==> config.mk <==
export PLATFORM = sky130hd
export DESIGN_NAME = alu_seq_core
export DESIGN_NICKNAME = d
export VERILOG_FILES = /design/src/rtl/alu_pkg.sv /design/src/rtl/alu_shift_seq.sv /design/src/rtl/alu_seq_core.sv
export SDC_FILE = /design/constraint.sdc
export NUM_CORES = 1
export LEC_CHECK = 0
export BUFFER_PORTS_ARGS = -buffer_cell sky130_fd_sc_hd__buf_4
export CAP_MARGIN = 20
export CELL_PAD_IN_SITES_DETAIL_PLACEMENT = 1
export CELL_PAD_IN_SITES_GLOBAL_PLACEMENT = 1
export CORE_MARGIN = 5
export CORE_UTILIZATION = 24
export DETAILED_ROUTE_END_ITERATION = 12
export GPL_TIMING_DRIVEN = 0
export PLACE_DENSITY = 0.62
export SYNTH_ARGS = -nofsm -noshare
export SYNTH_HDL_FRONTEND = slang
export SYNTH_SLANG_ARGS = --single-unit
==> constraint.sdc <==
create_clock -name clk -period 2.75 [get_ports clk]
set_input_delay 0.825 -clock clk [delete_from_list [all_inputs] [get_ports clk]]
set_output_delay 0.825 -clock clk [all_outputs]
set_load 0.02 [all_outputs]
==> src/rtl/alu_pkg.sv <==
// Shared encodings for the sequential ALU: opcodes, flag bit positions, FSM states.
// Latency: n/a (constants and a pure decode function).
// Backpressure: n/a.
package alu_pkg;

  // Primary opcodes
  localparam logic [3:0] OPC_RR    = 4'b0000;  // register-register, op selected by opext
  localparam logic [3:0] OPC_ADDI  = 4'b0101;
  localparam logic [3:0] OPC_ADDUI = 4'b0110;
  localparam logic [3:0] OPC_ADDCI = 4'b0111;
  localparam logic [3:0] OPC_SHIFT = 4'b1000;
  localparam logic [3:0] OPC_SUBI  = 4'b1001;
  localparam logic [3:0] OPC_EXT   = 4'b1010;  // extended group, op selected by opext
  localparam logic [3:0] OPC_CMPI  = 4'b1011;

  // opext values under OPC_RR
  localparam logic [3:0] EXT_AND  = 4'b0001;
  localparam logic [3:0] EXT_OR   = 4'b0010;
  localparam logic [3:0] EXT_XOR  = 4'b0011;
  localparam logic [3:0] EXT_ADD  = 4'b0101;
  localparam logic [3:0] EXT_ADDU = 4'b0110;
  localparam logic [3:0] EXT_ADDC = 4'b0111;
  localparam logic [3:0] EXT_SUB  = 4'b1001;
  localparam logic [3:0] EXT_CMP  = 4'b1011;

  // opext values under OPC_SHIFT and OPC_EXT
  localparam logic [3:0] EXT_LSH    = 4'b0100;
  localparam logic [3:0] EXT_ASH    = 4'b0001;
  localparam logic [3:0] EXT_NOT    = 4'b0011;
  localparam logic [3:0] EXT_ADDCU  = 4'b0101;
  localparam logic [3:0] EXT_ADDCUI = 4'b0110;

  // Flag register bit positions {C,L,F,Z,N}
  localparam int FLAG_C = 4;
  localparam int FLAG_L = 3;
  localparam int FLAG_F = 2;
  localparam int FLAG_Z = 1;
  localparam int FLAG_N = 0;

  // FSM encoding
  localparam logic [1:0] ST_IDLE  = 2'd0;
  localparam logic [1:0] ST_SHIFT = 2'd1;
  localparam logic [1:0] ST_DONE  = 2'd2;

  typedef enum logic [3:0] {
    K_ADD, K_ADDU, K_ADDC, K_ADDCU, K_SUB, K_CMP,
    K_AND, K_OR, K_XOR, K_NOT, K_LSH, K_ASH, K_BAD
  } op_kind_t;

  // Collapse register and immediate forms onto one operation kind.
  function automatic op_kind_t decode_op(input logic [3:0] opc, input logic [3:0] ext);
    op_kind_t k;
    k = K_BAD;
    case (opc)
      OPC_RR: begin
        case (ext)
          EXT_AND:  k = K_AND;
          EXT_OR:   k = K_OR;
          EXT_XOR:  k = K_XOR;
          EXT_ADD:  k = K_ADD;
          EXT_ADDU: k = K_ADDU;
          EXT_ADDC: k = K_ADDC;
          EXT_SUB:  k = K_SUB;
          EXT_CMP:  k = K_CMP;
          default:  k = K_BAD;
        endcase
      end
      OPC_ADDI:  k = K_ADD;
      OPC_ADDUI: k = K_ADDU;
      OPC_ADDCI: k = K_ADDC;
      OPC_SUBI:  k = K_SUB;
      OPC_CMPI:  k = K_CMP;
      OPC_SHIFT: begin
        // LSH register form, or LSHI with the immediate sign in opext[0]
        if (ext == EXT_LSH || ext[3:1] == 3'b000) k = K_LSH;
        else k = K_BAD;
      end
      OPC_EXT: begin
        case (ext)
          EXT_ASH:    k = K_ASH;
          EXT_NOT:    k = K_NOT;
          EXT_ADDCU:  k = K_ADDCU;
          EXT_ADDCUI: k = K_ADDCU;
          default:    k = K_BAD;
        endcase
      end
      default: k = K_BAD;
    endcase
    return k;
  endfunction

endpackage

==> src/rtl/alu_shift_seq.sv <==
// Iterative shifter: one bit position per cycle, left for positive amounts, right for negative.
// Latency: min(|amount|,WIDTH) cycles after start; done marks the final step, dout is its value.
// Backpressure: none; the owner must not pulse start while busy.
module alu_shift_seq #(
  parameter int WIDTH   = 16,
  parameter int SHAMT_W = 5
) (
  input  logic               clk,
  input  logic               reset,
  input  logic               start,
  input  logic [WIDTH-1:0]   din,
  input  logic [SHAMT_W-1:0] amount,
  input  logic               arith,
  output logic               busy,
  output logic               done,
  output logic [WIDTH-1:0]   dout
);

  localparam int CNT_W = $clog2(WIDTH + 1);

  logic [WIDTH-1:0]   val;
  logic [CNT_W-1:0]   cnt;
  logic               left;
  logic               arith_q;
  logic [SHAMT_W-1:0] mag;
  logic [CNT_W-1:0]   cnt_init;
  logic [WIDTH-1:0]   step;

  // Magnitude of the signed amount, clamped so oversized shifts cost WIDTH cycles at most.
  always_comb begin
    mag = amount[SHAMT_W-1] ? -amount : amount;
    if (int'(mag) >= WIDTH) cnt_init = CNT_W'(WIDTH);
    else cnt_init = CNT_W'(mag);
  end

  // One-bit shift of the held value; right shifts fill with the MSB only in arithmetic mode.
  always_comb begin
    if (left) step = {val[WIDTH-2:0], 1'b0};
    else step = {arith_q & val[WIDTH-1], val[WIDTH-1:1]};
  end

  assign busy = (cnt != '0);
  assign done = (cnt == CNT_W'(1));
  assign dout = step;

  // Load on start, then advance one bit and count down until the budget is spent.
  always_ff @(posedge clk or posedge reset) begin
    if (reset) begin
      val     <= '0;
      cnt     <= '0;
      left    <= 1'b0;
      arith_q <= 1'b0;
    end else if (start) begin
      val     <= din;
      cnt     <= cnt_init;
      left    <= ~amount[SHAMT_W-1];
      arith_q <= arith;
    end else if (busy) begin
      val <= step;
      cnt <= cnt - CNT_W'(1);
    end
  end

endmodule

==> src/rtl/alu_seq_core.sv <==
// Registered execute-stage ALU with a persistent CLFZN flag register and iterative shifts.
// Latency: 2 cycles accept->out_valid inclusive; nonzero shifts take |n|+2.
// Backpressure: in_ready high only when idle; in_valid while busy is left unconsumed.
module alu_seq_core import alu_pkg::*; #(
  parameter int WIDTH   = 16,
  parameter int SHAMT_W = 5
) (
  input  logic             clk,
  input  logic             reset,
  input  logic             in_valid,
  output logic             in_ready,
  input  logic [3:0]       opcode,
  input  logic [3:0]       opext,
  input  logic [WIDTH-1:0] a,
  input  logic [WIDTH-1:0] b,
  output logic             out_valid,
  output logic [WIDTH-1:0] result,
  output logic [4:0]       clfzn
);

  logic [1:0]       state;
  op_kind_t         kind;
  logic             is_shift;
  logic             accept;
  logic             sub;
  logic [WIDTH-1:0] bop;
  logic             cin;
  logic [WIDTH:0]   sum;
  logic             ovf_add;
  logic             ovf_sub;
  logic             sum_zero;
  logic [WIDTH-1:0] res_nxt;
  logic [4:0]       flg_nxt;
  logic             sh_busy;
  logic             sh_done;
  logic [WIDTH-1:0] sh_dout;

  assign kind      = decode_op(opcode, opext);
  // A zero shift amount needs no iteration and completes like any single-cycle op.
  assign is_shift  = (kind == K_LSH || kind == K_ASH) && (b[SHAMT_W-1:0] != '0);
  assign in_ready  = (state == ST_IDLE);
  assign out_valid = (state == ST_DONE);
  assign accept    = in_valid && in_ready;

  alu_shift_seq #(.WIDTH(WIDTH), .SHAMT_W(SHAMT_W)) u_shift (
    .clk    (clk),
    .reset  (reset),
    .start  (accept && is_shift),
    .din    (a),
    .amount (b[SHAMT_W-1:0]),
    .arith  (kind == K_ASH),
    .busy   (sh_busy),
    .done   (sh_done),
    .dout   (sh_dout)
  );

  // Shared WIDTH+1 adder: subtract as a + ~b + 1, carry-in from the stored C flag for ADDC forms.
  always_comb begin
    sub      = (kind == K_SUB) || (kind == K_CMP);
    bop      = sub ? ~b : b;
    cin      = sub ? 1'b1 : ((kind == K_ADDC || kind == K_ADDCU) ? clfzn[FLAG_C] : 1'b0);
    sum      = {1'b0, a} + {1'b0, bop} + {{WIDTH{1'b0}}, cin};
    ovf_add  = (a[WIDTH-1] == b[WIDTH-1]) && (sum[WIDTH-1] != a[WIDTH-1]);
    ovf_sub  = (a[WIDTH-1] != b[WIDTH-1]) && (sum[WIDTH-1] != a[WIDTH-1]);
    sum_zero = (sum[WIDTH-1:0] == '0);
  end

  // Per-op result and flag update; anything not written keeps its registered value.
  always_comb begin
    res_nxt = result;
    flg_nxt = clfzn;
    case (kind)
      K_ADD, K_ADDC: begin
        res_nxt         = sum[WIDTH-1:0];
        flg_nxt[FLAG_C] = sum[WIDTH];
        flg_nxt[FLAG_F] = ovf_add;
        flg_nxt[FLAG_Z] = sum_zero;
      end
      K_ADDU, K_ADDCU: begin
        res_nxt         = sum[WIDTH-1:0];
        flg_nxt[FLAG_C] = sum[WIDTH];
        flg_nxt[FLAG_Z] = sum_zero;
      end
      K_SUB: begin
        res_nxt         = sum[WIDTH-1:0];
        flg_nxt[FLAG_C] = ~sum[WIDTH];
        flg_nxt[FLAG_F] = ovf_sub;
        flg_nxt[FLAG_Z] = sum_zero;
      end
      K_CMP: begin
        flg_nxt[FLAG_C] = ~sum[WIDTH];
        flg_nxt[FLAG_Z] = (a == b);
        flg_nxt[FLAG_L] = (b < a);
        flg_nxt[FLAG_N] = ($signed(b) < $signed(a));
      end
      K_AND:        res_nxt = a & b;
      K_OR:         res_nxt = a | b;
      K_XOR:        res_nxt = a ^ b;
      K_NOT:        res_nxt = ~a;
      K_LSH, K_ASH: res_nxt = a;
      default:      res_nxt = '0;
    endcase
  end

  // Control FSM: capture the combinational result on accept, or the shifter's last step.
  always_ff @(posedge clk or posedge reset) begin
    if (reset) begin
      state  <= ST_IDLE;
      result <= '0;
      clfzn  <= '0;
    end else begin
      case (state)
        ST_IDLE: begin
          if (accept) begin
            if (is_shift) begin
              state <= ST_SHIFT;
            end else begin
              state  <= ST_DONE;
              result <= res_nxt;
              clfzn  <= flg_nxt;
            end
          end
        end
        ST_SHIFT: begin
          if (sh_done) begin
            result <= sh_dout;
            state  <= ST_DONE;
          end else if (!sh_busy) begin
            state <= ST_IDLE;
          end
        end
        ST_DONE: state <= ST_IDLE;
        default: state <= ST_IDLE;
      endcase
    end
  end

endmodule
==> impl_metrics.json, run 1 <==
{
  "worstPathArrival_ns": 4.96,
  "met3_usage_pct": 2.378,
  "cts_tree": "done",
  "floorplan.initialDensity_pct": 24.23,
  "fin_skew_ns": 0.007593,
  "antenna_found_initial": 1,
  "cellInternalPower_mw": 2.346,
  "setup_viol": 46,
  "powerDensity_nw_per_um2": 568.9,
  "nets": 896,
  "reg2reg_to": "result[12]",
  "cts_buffers": 5,
  "pwr-share-comb_pct": 58.8,
  "end_kind": "flop",
  "clock.fmax_ghz": 0.2103,
  "die_x_um": 158.0,
  "final_common_cell": "buf_4",
  "ir_drop_v": 0.0002759,
  "vias_per_cell": 5.108,
  "grt_max_degree": 39,
  "rsz0062_at_grt": "yes",
  "die_area_sq_um": 24950,
  "synth_area_sq_um": 5255,
  "async_flop_share_pct": 100.0,
  "switching_power_mw": 1.859,
  "outcome": "finished, violations left",
  "die_h_um": 158.0,
  "hold_buffers": 0,
  "fin_ws_ns": -2.005,
  "drv_slew": 0,
  "r2r_start": "clfzn[4]",
  "io_buffers": 65,
  "hpwl_mm": 15.88,
  "critical_path_class": "in -> reg",
  "ioPinCount": 66,
  "syn-num-nets": 773,
  "core_sq_um": 21690,
  "grt_pass1_wl_mm": 32.08,
  "seq_power_share_pct": 26.6,
  "dr.pass1.iters": 5,
  "worstSetupStartpoint": "opcode[1]",
  "cp_max_fo": 7,
  "hold_path_class": "in -> async",
  "post-place-ws_ns": -2.875,
  "clk_latency_ns": 0.30,
  "cp-start-kind": "input port",
  "drt_iter0_markers": 273,
  "fin_crit_ns": 4.755,
  "final.setup.tns_ns": -44.42,
  "rr_worst_depth": 12,
  "drt-total-wl_mm": 21.82,
  "final_cell_mix": "buf_4 (100), nand2_1 (68), ha_1 (65)",
  "routedWlPerCell_um": 20.56,
  "finalHoldViolCount": 0,
  "grt_use_met1_pct": 21.72,
  "grt_overflow": 0,
  "power.share.switching_pct": 44.21,
  "drc": 0,
  "syn_to_final_growth_pct": 40.67,
  "synth_edf_count": 0,
  "ys_types": 67,
  "syn-mean-instance-area_sq_um": 7.999,
  "cp.required_ns": 2.95,
  "synth-seq-area-share_pct": 21.90,
  "ys.flop_type": "dfrtp_1",
  "cts_root_buffer": "clkbuf_16",
  "fin_crit_sh_pct": 172.9,
  "worst-slew-pin-transition_ns": 0.6989,
  "ys_ff_latch": 46,
  "drive_above_1_share_pct": 29.74,
  "num_vias": 5420,
  "leakage_nw": 3.302,
  "clockBufferDepth": 2,
  "pwr-share-clk_pct": 14.6,
  "rows": 54,
  "rrSetupSlack_ns": -0.28,
  "yosysWarningCount": 0,
  "top_usage_layer": "met2",
  "gr-usage-all-layers_pct": 16.74,
  "grtUsageMet2_pct": 29.43,
  "cap_violations": 0,
  "cts_max_level": 2,
  "clock_sinks": 46,
  "clk_pin_slew_ns": 0.07,
  "grt_pass1_vias": 5592,
  "drtAntennaViolNets": 0,
  "syn_inst": 657,
  "slew_headroom_pct": 53.41,
  "place_congestion": 0.8502,
  "failed_checks": "setup timing"
}
## registers in the layout (all words and copies together), names as in the netlist
signal / cells
u_shift.arith_q: 1
state: 2
clfzn: 5
u_shift.val: 16
u_shift.cnt: 5
result: 16
u_shift.left: 1
## cell usage after synthesis (3+ instances only)
| cell | n | area, sq um |
|---|---|---|
| mux2i_1 | 16 | 160.2 |
| o22a_1 | 9 | 78.83 |
| a21o_1 | 10 | 75.07 |
| clkbuf_1 | 17 | 63.81 |
| o21ai_0 | 34 | 170.2 |
| nand2_1 | 73 | 274.0 |
| a31o_1 | 6 | 52.55 |
| dfrtp_1 | 46 | 1151 |
| a22oi_1 | 5 | 37.54 |
| nand3_1 | 12 | 60.06 |
| buf_2 | 7 | 35.03 |
| nor2b_1 | 15 | 93.84 |
| nand2b_1 | 7 | 43.79 |
| inv_1 | 53 | 198.9 |
| nor3_1 | 15 | 75.07 |
| o21ai_1 | 20 | 100.1 |
| o21bai_1 | 6 | 45.04 |
| a21oi_1 | 37 | 185.2 |
| ha_1 | 71 | 888.4 |
| buf_1 | 4 | 15.01 |
| nand4_1 | 9 | 56.30 |
| xor2_1 | 7 | 61.31 |
| buf_4 | 3 | 22.52 |
| a31oi_1 | 18 | 112.6 |
| nor2_1 | 40 | 150.1 |
| and2_1 | 4 | 25.02 |
| o221ai_1 | 7 | 61.31 |
| xnor2_1 | 29 | 254.0 |
| o31ai_1 | 5 | 37.54 |
| o211ai_1 | 22 | 165.2 |
| nor3b_1 | 4 | 30.03 |
## logic make-up (layout without fill, tap and decap cells)
kind of cell             count (synthesis)  in the layout  synth area share, %
AO/OA/AOI/OAI                          206            206                26.69
AND/OR/NAND/NOR                        194            194                17.88
buffers and inverters                   84            207                6.381
adder cells (fa/ha/maj)                 73             73                17.67
flip-flops                              46             46                21.90
XOR/XNOR                                36             36                6.000
multiplexers                            18             18                3.476
other                                    0              1                    0
## timing repair
action,4_1_cts,5_1_grt
gates cloned,0,3
pin swaps,41,40
resized for setup,97,39
endpoints found under the setup margin,45,46
setup buffers,38,11
## metrics by stage
stage          total power [mW]  hold slack, ns  cells  cell area, sq um  utilization [%]
5_1_grt                   4.457          0.4731   1060              7390            34.07
3_5_place_dp              3.140          0.4985   1005              6233            28.74
3_3_place_gp              3.113          0.5014   1002              6198            28.58
6_report                  4.205          0.4622   1061              7392            34.08
2_1_floorplan             2.433          0.4681    657              5360                -
4_1_cts                   4.073          0.4671   1050              7096            32.72
## power groups by stage
stage	Clock, mW	Combinational, mW	Sequential [mW]
detailed placement	0	2.01	1.13
floorplan	0	1.27	1.17
finish	0.613	2.47	1.12
global route	0.648	2.67	1.14
CTS	0.631	2.32	1.12
global placement	0	1.99	1.12
## worst max path at each step
| stage | endpoint | slack, ns | depth (start not counted) |
|---|---|---|---|
| floorplan | clfzn[1] | -1.83 | 15 |
| global placement | clfzn[1] | -2.87 | 17 |
| detailed placement | clfzn[1] | -2.88 | 17 |
| CTS | result[14] | -2.01 | 18 |
| global route | clfzn[4] | -2.11 | 21 |
| finish | clfzn[1] | -2.00 | 19 |
## per-layer routing
layer / vias up / routed length, um
met5: - / 7
met4: 2 / 486
met3: 31 / 853
met2: 106 / 10850
met1: 2669 / 9618
li1: 2612 / -
## final cells by class
type,count,area (sq um)
tap,280,350.3
timing repair buffer,117,1013
clock buffer,6,128.9
fill,2536,14300
sequential,46,1151
inverter,53,198.9
clock inverter,1,7.507
antenna,1,2.502
multi-input combinational,527,4265
buffer,30,274.0
## critical path, cell delays in order
cell and delay, ns:
buf_8 0.10, or4_4 0.54, or3b_4 0.39, a32o_2 0.26, o211ai_1 0.26, buf_6 0.19, buf_4 0.13, buf_12 0.11
buf_12 0.13, xnor2_1 0.07, ha_1 0.36, nand3_1 0.14, nor2_4 0.07, o21ai_4 0.21, a21boi_2 0.10, or3_4 0.37
a2111oi_4 0.35, nand4_1 0.14, o31ai_1 0.21
No activity file was read; power rests on OpenSTA's default activity.
==> inputs of run 2 (changes only) <==
- clock period: 2.75 -> 4 ns (I/O delays scaled with it)
==> run 2 against run 1 <==
  * The flow still finishes with violations (setup timing)
  * Critical path type unchanged
  * Power decreased by 27%
  * Combinational power decreased by 26%
  * Via count increased by 3.5%
  * Register-to-register slack improved by 1.1 ns
  * Critical path depth increased by 2
  * Cell area increased by 0.73%
  * Hold slack improved by 0.048 ns
  * Global-route usage increased by 0.94 points
  * Highest routed layer unchanged
  * Worst setup slack improved by 0.73 ns
  * Largest power group unchanged
==> impl_metrics.json, run 2 (synthesis results as in run 1) <==
{
  "grt_overflow": 0,
  "rsz0062_at_grt": "yes",
  "drt-total-wl_mm": 22.84,
  "grt_pass1_wl_mm": 34.26,
  "slew_headroom_pct": 43.91,
  "finalHoldViolCount": 0,
  "clk_pin_slew_ns": 0.07,
  "hpwl_mm": 16.08,
  "die_area_sq_um": 24950,
  "clk_latency_ns": 0.30,
  "critical_path.most_common_cell": "buf_6",
  "clockBufferDepth": 2,
  "seq_area_sq_um": 1151,
  "fillCellCount": 2538,
  "fin_skew_ns": 0.006680,
  "ir_drop_v": 0.0001730,
  "cts_buffers": 5,
  "final_area_sq_um": 7446,
  "hold_path_class": "reg -> reg",
  "grt_max_degree": 39,
  "io_buffers": 65,
  "cp_cell_sequence": "buf_6 -> or4_4 -> or3b_4 -> a32o_2 -> o211ai_1 -> buf_6 -> buf_4 -> buf_6 -> buf_12 -> xnor2_2 -> ha_4 -> a21o_1 -> nand4_1 -> buf_4 -> a31oi_4 -> nor2_4 -> buf_6 -> o21bai_4 -> xnor2_2 -> nand4_1 -> o31ai_1",
  "routedWlPerCell_um": 21.36,
  "clock.fmax_ghz": 0.1897,
  "setup_viol": 18,
  "cp.required_ns": 4.21,
  "clock_sinks": 46,
  "core_sq_um": 21690,
  "nets": 904,
  "die_h_um": 158.0,
  "syn_to_final_growth_pct": 41.69,
  "switching_power_mw": 1.363,
  "worstSetupStartpoint": "opcode[1]",
  "drc": 0,
  "dr.pass1.iters": 5,
  "die_x_um": 158.0,
  "r2r_start": "clfzn[4]",
  "cp_slowest_stage_delay_ns": 0.54,
  "diodes": 0,
  "drive_above_1_share_pct": 30.29,
  "worst-slew-pin-transition_ns": 0.8413,
  "fin_crit_sh_pct": 131.8,
  "failed_checks": "setup timing",
  "placedInstanceArea_sq_um": 6157,
  "hold_buffers": 0,
  "ioPinCount": 66,
  "top_regs": "result x16, u_shift.val x16",
  "cts_root_buffer": "clkbuf_16",
  "drtAntennaViolNets": 0,
  "total_power_mw": 3.052,
  "hold_start": "clfzn[0]",
  "end_kind": "flop",
  "leakage_nw": 3.299,
  "fin_crit_ns": 5.272,
  "num_vias": 5612,
  "final_cell_mix": "buf_4 (106), nand2_1 (70), ha_1 (59)",
  "cp-start-kind": "input port",
  "rows": 54,
  "outcome": "finished, violations left",
  "cts_tree": "done",
  "pwr-share-clk_pct": 14.4,
  "power.share.switching_pct": 44.67,
  "cap_violations": 0,
  "place_congestion": 0.8514,
  "cp_max_fo": 6,
  "gr-usage-all-layers_pct": 17.68,
  "final_common_cell": "buf_4",
  "crit_path_top_delay_cell": "or4_4",
  "worstPathArrival_ns": 5.48,
  "multi_input_area_sq_um": 4363,
  "pwr-share-comb_pct": 60.2,
  "critical_path_class": "in -> reg",
  "antenna_found_initial": 1,
  "cts_max_level": 2,
  "rrSetupSlack_ns": 0.84,
  "seq_power_share_pct": 25.4,
  "fin_ws_ns": -1.272,
  "fin_hold_ws_ns": 0.5098,
  "vias_per_cell": 5.250,
  "grt_pass1_vias": 5914,
  "drv_slew": 0,
  "floorplan.initialDensity_pct": 24.23,
  "powerDensity_nw_per_um2": 409.9,
  "final.setup.tns_ns": -15.27,
  "drt_iter0_markers": 380,
  "cellInternalPower_mw": 1.689
}
-- run 2: cell count changes in the layout (fill, tap and decap cells not counted), sizes merged --
cell	delta
buf	+6
clkinvlp	-1
clkbuf	+1
diode	-1
clkinv	+2
inv	+1
-- run 2: metrics by stage --
step | worst slack (ns) | utilization, % | std cells
2_1_floorplan | -0.9598 | - | 657
3_3_place_gp | -1.919 | 28.23 | 1002
3_5_place_dp | -1.997 | 28.39 | 1005
4_1_cts | -1.181 | 32.68 | 1055
5_1_grt | -1.388 | 34.33 | 1069
6_report | -1.272 | 34.33 | 1069
-- run 2: worst paths after layout --
kind / endpoint / cells past startpoint
min reg2reg: clfzn[0] / 2
min: clfzn[0] / 2
max reg2reg: clfzn[1] / 14
max: clfzn[1] / 21
max in group asynchronous: state[1] / 3
min in group asynchronous: result[7] / 2
-- run 2: final cells by class --
type,count,share of cell area (%)
plain buffers,31,2.672
clock buffers,5,1.680
clock inverters,3,0.2521
inverters,53,2.705
multi-input cells,527,58.60
flip-flops and latches,46,15.46
well taps,280,4.705
repair buffers,124,13.93
-- run 2: power by group through the flow --
stage / Clock (mW) / Sequential [mW] / Combinational, mW
floorplan: 0 / 0.802 / 0.859
global placement: 0 / 0.773 / 1.36
detailed placement: 0 / 0.772 / 1.39
CTS: 0.442 / 0.767 / 1.66
global route: 0.465 / 0.790 / 1.98
finish: 0.440 / 0.775 / 1.84
-- run 2: per-layer routing --
layer  vias up  wire (um)  share of wire [%]  GRT usage (%)
met3        40       1017                4.5          2.898
met4         2        590                2.6          4.630
met2       140      11300                 49          30.77
li1       2625          -                  -              -
met1      2805       9916                 43          22.77
met5         -         13              0.057              0
-- run 2: worst max-delay path: cells and delay by family --
kind                     cells  cell delay, ns
adder cells (fa/ha/maj)      1            0.31
AND/OR/NAND/NOR              5            1.38
AO/OA/AOI/OAI                6            1.34
buffers and inverters        7            1.00
XOR/XNOR                     2            0.24
-- run 2: timing repair --
item / 4_1_cts / 5_1_grt
resized for setup: 95 / 60
setup buffers: 42 / 26
cloned: 2 / 1
pin swaps: 44 / 58
endpoints found under the hold margin: 0 / 0
endpoints found under the setup margin: 20 / 21
